<file path="src/rtl/mem_bridge_pkg.sv">
// Shared types and helpers for the datapath-to-bus request bridge.
// Holds the FSM state encoding and the strobe-to-size mapping.
package mem_bridge_pkg;

  typedef enum logic [1:0] {
    IDLE = 2'd0,
    REQ  = 2'd1,
    WAIT = 2'd2,
    DONE = 2'd3
  } state_e;

  localparam logic [1:0] SIZE_BYTE = 2'd0;
  localparam logic [1:0] SIZE_HALF = 2'd1;
  localparam logic [1:0] SIZE_WORD = 2'd2;

  // Returns {size, addr_lo}; odd strobe patterns fall back to a word.
  function automatic logic [3:0] sel_to_size_off(input logic [3:0] sel);
    logic [3:0] r;
    case (sel)
      4'b0001: r = {SIZE_BYTE, 2'd0};
      4'b0010: r = {SIZE_BYTE, 2'd1};
      4'b0100: r = {SIZE_BYTE, 2'd2};
      4'b1000: r = {SIZE_BYTE, 2'd3};
      4'b0011: r = {SIZE_HALF, 2'd0};
      4'b1100: r = {SIZE_HALF, 2'd2};
      default: r = {SIZE_WORD, 2'd0};
    endcase
    return r;
  endfunction

endpackage

</file>
<file path="src/rtl/mem_req_bridge.sv">
// Bridges a single-cycle SRAM-style data port onto a split-transaction
// bus, stalling the pipeline until each access completes.
module mem_req_bridge
  import mem_bridge_pkg::*;
#(
  parameter int ADDR_W = 32,
  parameter int DATA_W = 32
) (
  input  logic              clk_i,
  input  logic              rst_i,
  input  logic              cpu_ce_i,
  input  logic              cpu_we_i,
  input  logic [3:0]        cpu_sel_i,
  input  logic [ADDR_W-1:0] cpu_addr_i,
  input  logic [DATA_W-1:0] cpu_wdata_i,
  output logic [DATA_W-1:0] cpu_rdata_o,
  output logic              cpu_stall_o,
  output logic              bus_req_o,
  output logic              bus_wr_o,
  output logic [1:0]        bus_size_o,
  output logic [ADDR_W-1:0] bus_addr_o,
  output logic [3:0]        bus_wstrb_o,
  output logic [DATA_W-1:0] bus_wdata_o,
  input  logic              bus_addr_ok_i,
  input  logic              bus_data_ok_i,
  input  logic [DATA_W-1:0] bus_rdata_i
);

  state_e            state_q, state_d;
  logic              req_q, req_d;
  logic              wr_q, wr_d;
  logic [1:0]        size_q, size_d;
  logic [ADDR_W-1:0] addr_q, addr_d;
  logic [3:0]        wstrb_q, wstrb_d;
  logic [DATA_W-1:0] wdata_q, wdata_d;
  logic [DATA_W-1:0] rdata_q, rdata_d;

  logic [3:0] st_so;
  logic       unused_addr_lo;

  assign st_so          = sel_to_size_off(cpu_sel_i);
  // Low address bits come from the strobes, never from the datapath.
  assign unused_addr_lo = ^cpu_addr_i[1:0];

  always_comb begin
    state_d = state_q;
    req_d   = req_q;
    wr_d    = wr_q;
    size_d  = size_q;
    addr_d  = addr_q;
    wstrb_d = wstrb_q;
    wdata_d = wdata_q;
    rdata_d = rdata_q;
    unique case (state_q)
      IDLE: begin
        if (cpu_ce_i) begin
          state_d = REQ;
          req_d   = 1'b1;
          wr_d    = cpu_we_i;
          wdata_d = cpu_wdata_i;
          if (cpu_we_i) begin
            size_d  = st_so[3:2];
            addr_d  = {cpu_addr_i[ADDR_W-1:2], st_so[1:0]};
            wstrb_d = cpu_sel_i;
          end else begin
            size_d  = SIZE_WORD;
            addr_d  = {cpu_addr_i[ADDR_W-1:2], 2'b00};
            wstrb_d = 4'b0000;
          end
        end
      end
      REQ: begin
        if (bus_addr_ok_i) begin
          req_d = 1'b0;
          if (bus_data_ok_i) begin
            state_d = DONE;
            if (!wr_q) rdata_d = bus_rdata_i;
          end else begin
            state_d = WAIT;
          end
        end
      end
      WAIT: begin
        if (bus_data_ok_i) begin
          state_d = DONE;
          if (!wr_q) rdata_d = bus_rdata_i;
        end
      end
      DONE: state_d = IDLE;
      default: state_d = IDLE;
    endcase
  end

  always_ff @(posedge clk_i or posedge rst_i) begin
    if (rst_i) begin
      state_q <= IDLE;
      req_q   <= 1'b0;
      wr_q    <= 1'b0;
      size_q  <= 2'd0;
      addr_q  <= '0;
      wstrb_q <= 4'd0;
      wdata_q <= '0;
      rdata_q <= '0;
    end else begin
      state_q <= state_d;
      req_q   <= req_d;
      wr_q    <= wr_d;
      size_q  <= size_d;
      addr_q  <= addr_d;
      wstrb_q <= wstrb_d;
      wdata_q <= wdata_d;
      rdata_q <= rdata_d;
    end
  end

  assign cpu_stall_o = cpu_ce_i && (state_q != DONE);
  assign cpu_rdata_o = rdata_q;
  assign bus_req_o   = req_q;
  assign bus_wr_o    = wr_q;
  assign bus_size_o  = size_q;
  assign bus_addr_o  = addr_q;
  assign bus_wstrb_o = wstrb_q;
  assign bus_wdata_o = wdata_q;

endmodule

</file>
<file path="config.mk">
export PLATFORM = sky130hd
export DESIGN_NAME = mem_req_bridge
export DESIGN_NICKNAME = d
export VERILOG_FILES = /design/src/rtl/mem_bridge_pkg.sv /design/src/rtl/mem_req_bridge.sv
export SDC_FILE = /design/constraint.sdc
export NUM_CORES = 1
export LEC_CHECK = 0
export BUFFER_PORTS_ARGS = -buffer_cell sky130_fd_sc_hd__buf_2
export CORE_MARGIN = 8
export CORE_UTILIZATION = 35
export CTS_BUF_LIST = sky130_fd_sc_hd__clkbuf_16
export CTS_CLUSTER_DIAMETER = 30
export DETAILED_ROUTE_END_ITERATION = 8
export PLACE_DENSITY = 0.61
export SYNTH_ARGS = -nofsm -noshare
export SYNTH_HDL_FRONTEND = slang
export SYNTH_SLANG_ARGS = --single-unit
</file>
<file path="constraint.sdc">
create_clock -name clk_i -period 4.42 [get_ports clk_i]
set_input_delay 0.221 -clock clk_i [delete_from_list [all_inputs] [get_ports clk_i]]
set_output_delay 0.221 -clock clk_i [all_outputs]
set_load 0.03 [all_outputs]
</file>
==> run_results.csv <==
group,metric,value,unit
yosys,avgSynthCellArea,15.7,um2
drt,first_pass_iters,4,
sta,fin_setup_tns,0,ns
clock_tree,htreeDepth,3,
clock_tree,clk_path_buf_depth,2,
sta,setup_viol,0,
yosys,synth_ff_type,"dfrtp_1",
floorplanning,start_util,35.2,%
clock_tree,numCtsBuffers,9,
sta,final_hold_viol_count,0,
power,p_comb_share,50.0,%
floorplanning,io-pin-count,211,
clock_tree,root_buffer,"clkbuf_16",
yosys,yosysUniqueCellTypes,27,
worst_setup_path,crit_slowest_cell,"buf_4",
power,p_clk_share,15.4,%
yosys,syn_area,0.00416,mm2
worst_setup_path,r2r_setup_slack,2.17,ns
worst_setup_path,cp_cell_sequence,"inv_1 > ha_1 > and2_2 > buf_4 > mux2_2",
global_routing,overflow,0,
clock_tree,postCtsHoldBufs,0,
drt,drt-total-wl,10200,um
yosys,synth_top_area_share,63.8,%
drt,drc,0,
place,hpwl,7870,um
power,cellInternalPower,2.79,mW
power,switchingPower,2.13,mW
yosys,yosysMostFrequentCell,"dfrtp_1",
yosys,synth_edf_count,0,
layout,fill_cells,1101,
global_routing,grt_start_max_net_pins,72,
clock_tree,post_cts_buffers,0,
yosys,synth_nets,376,
drt,wire_per_inst,16.2,um
sta,slew_headroom,41.9,%
clock_tree,cts.sinks,106,
layout,multi_input_area,0.00140,mm2
layout,n_antenna_cell,0,
power,p_seq_share,34.6,%
worst_setup_path,crit_fanout,55,
place,pre_cts_slack,2.13,ns
power,power_density,879,mW/mm2
clock_tree,clk_pin_slew,0.06,ns
drt,vias,2847,
power,p_leak,2.78,nW
place,place_area,0.00532,mm2
sta,maxClockFrequency,0.445,GHz
power,p_total,4.92,mW
worst_setup_path,crit_type,"register to register",
clock_tree,tritoncts,"yes",
worst_setup_path,cpPeakStageDelay,0.59,ns
sta,fin_ws,2.17,ns
sta,worstMarginPinSlew,0.871,ns
layout,seq_area,0.00265,mm2
global_routing,track_usage,13.4,%
yosys,synth_area_leaders,"dfrtp_1 64%, mux2_2 25%, ha_1 1.5%",
clock_tree,clkLatencyLatePin,0.34,ns
worst_setup_path,start_kind,"register",
yosys,ys_seq_area_share,63.8,%
job,cap_violations,0,
yosys,syn_inst,265,
worst_setup_path,cp.required,4.65,ns
layout,area_delta_synth_final,34.6,%
global_routing,grt_pass1_wl,16900,um
yosys,ys_warn_count,0,
worst_setup_path,cp.arrival,2.47,ns
global_routing,antenna_found_initial,0,
drt,ant_nets,0,
min_path,hp-class,"primary input to async pin",
drt,drt-vias-per-instance,4.53,
sta,finalClockSkew,0.00723,ns
layout,drive_gt1_share,66.5,%
clock_tree,cts_resized,0,
layout,fin_nets,587,
floorplanning,core-area,0.0118,mm2
yosys,synthTopCellsByCount,"106 x dfrtp_1, 93 x mux2_2, 15 x nand2_1",
run_status,outcome,"complete, no violations",
yosys,synth_seq_cells,106,
layout,final_area,0.00560,mm2
yosys,synthArstFlopShare,100,%
worst_setup_path,critPathCaptureType,"register",
sta,slew_viol_final,0,
power,ir_drop,0.396,mV
drt,drt_iter0_markers,128,
floorplanning,rows,40,
global_routing,grt_pass1_vias,3253,
floorplanning,die_x,125,um
sta,grt_setup_unrepaired,"false",
place,io_buffers,208,
floorplanning,floorplan.die_area,0.0156,mm2
yosys,synth_top_area_cell,"dfrtp_1",
power,p_sw_share,43.2,%
place,globalplace.congestion,0.768,
sta,min_period_over_period,50.9,%
floorplanning,die_h,125,um
sta,period_needed,2.25,ns
==> final cells by class <==
cell class	count	share of cell area, %
Multi-Input combinational cell	144	25.0
Tap cell	147	3.29
Timing Repair Buffer	211	19.0
Clock inverter	7	0.984
Sequential cell	106	47.4
Clock buffer	9	4.02
Inverter	4	0.313
==> metrics by stage <==
stage,std cells,util [%],hold slack (ns)
2_1_floorplan,265,-,0.356
3_3_place_gp,612,45.0,0.440
3_5_place_dp,612,45.0,0.444
4_1_cts,628,47.4,0.0707
5_1_grt,628,47.4,0.0677
6_report,628,47.4,0.0453
==> per-layer routing <==
metal	part of all wire [%]	wire length (um)	vias up	track usage, %
met5	0	0	-	0
li1	-	-	1351	-
met1	40	4080	1366	14.8
met4	1.5	157	0	5.16
met3	10	1040	11	6.80
met2	48	4910	119	21.5
==> cells by family after synthesis <==
kind of cell,count (synthesis),synth area share [%]
AOI/OAI and AO/OA,12,2.05
xor gates and xnor gates,2,0.421
adders and majority gates,5,1.50
buffers and inverters,15,2.62
DFF,106,63.8
muxes,96,26.0
and+or+nand+nor,29,3.67
==> power by group through the flow <==
stage          combinational, mW  sequential (mW)  clock, mW
6_report                    2.46             1.70      0.759
5_1_grt                     2.62             1.77      0.830
4_1_cts                     2.51             1.71      0.791
3_5_place_dp                2.51             1.72          0
3_3_place_gp                2.46             1.70          0
2_1_floorplan              0.812             2.68          0
==> worst max-delay path, delay by kind of cell, from the launching register on <==
family / cells / cell delay, ns
fa+ha+maj: 1 / 0.22
buf+inv: 2 / 0.73
flops: 1 / 0.42
mux: 1 / 0.42
simple gates: 1 / 0.30
==> sequential cells by signal, indices dropped and copies added, names as in the netlist <==
signal / count
cpu_rdata_o: 32
state_q: 2
bus_addr_o: 32
bus_wstrb_o: 4
bus_req_o: 1
bus_wdata_o: 32
bus_wr_o: 1
bus_size_o: 2
==> path summary, 6_finish.rpt <==
path                                start              to  depth (start not counted)
min in group clk_i         bus_rdata_i[7]  cpu_rdata_o[7]                          2
max in group asynchronous           rst_i  bus_wstrb_o[1]                          3
setup reg to reg               state_q[0]  bus_addr_o[17]                          5
hold / removal                      rst_i  bus_wdata_o[2]                          2
hold reg to reg            bus_wstrb_o[2]  bus_wstrb_o[2]                          2
setup / recovery               state_q[0]  bus_addr_o[17]                          5
==> layout by cell type (no fill, tap or decap), types with 2 or more instances in the layout <==
| master | count |
|---|---|
| nor2b_1 | 3 |
| buf_2 | 208 |
| o21ai_0 | 5 |
| mux2_2 | 93 |
| clkbuf_16 | 9 |
| nor2_1 | 4 |
| nor3_1 | 2 |
| buf_4 | 3 |
| ha_1 | 5 |
| inv_1 | 7 |
| a32o_1 | 2 |
| dfrtp_1 | 106 |
| nand2_1 | 15 |
| mux2_1 | 2 |
| clkinv_2 | 2 |
(Power assumes the default switching activity.)
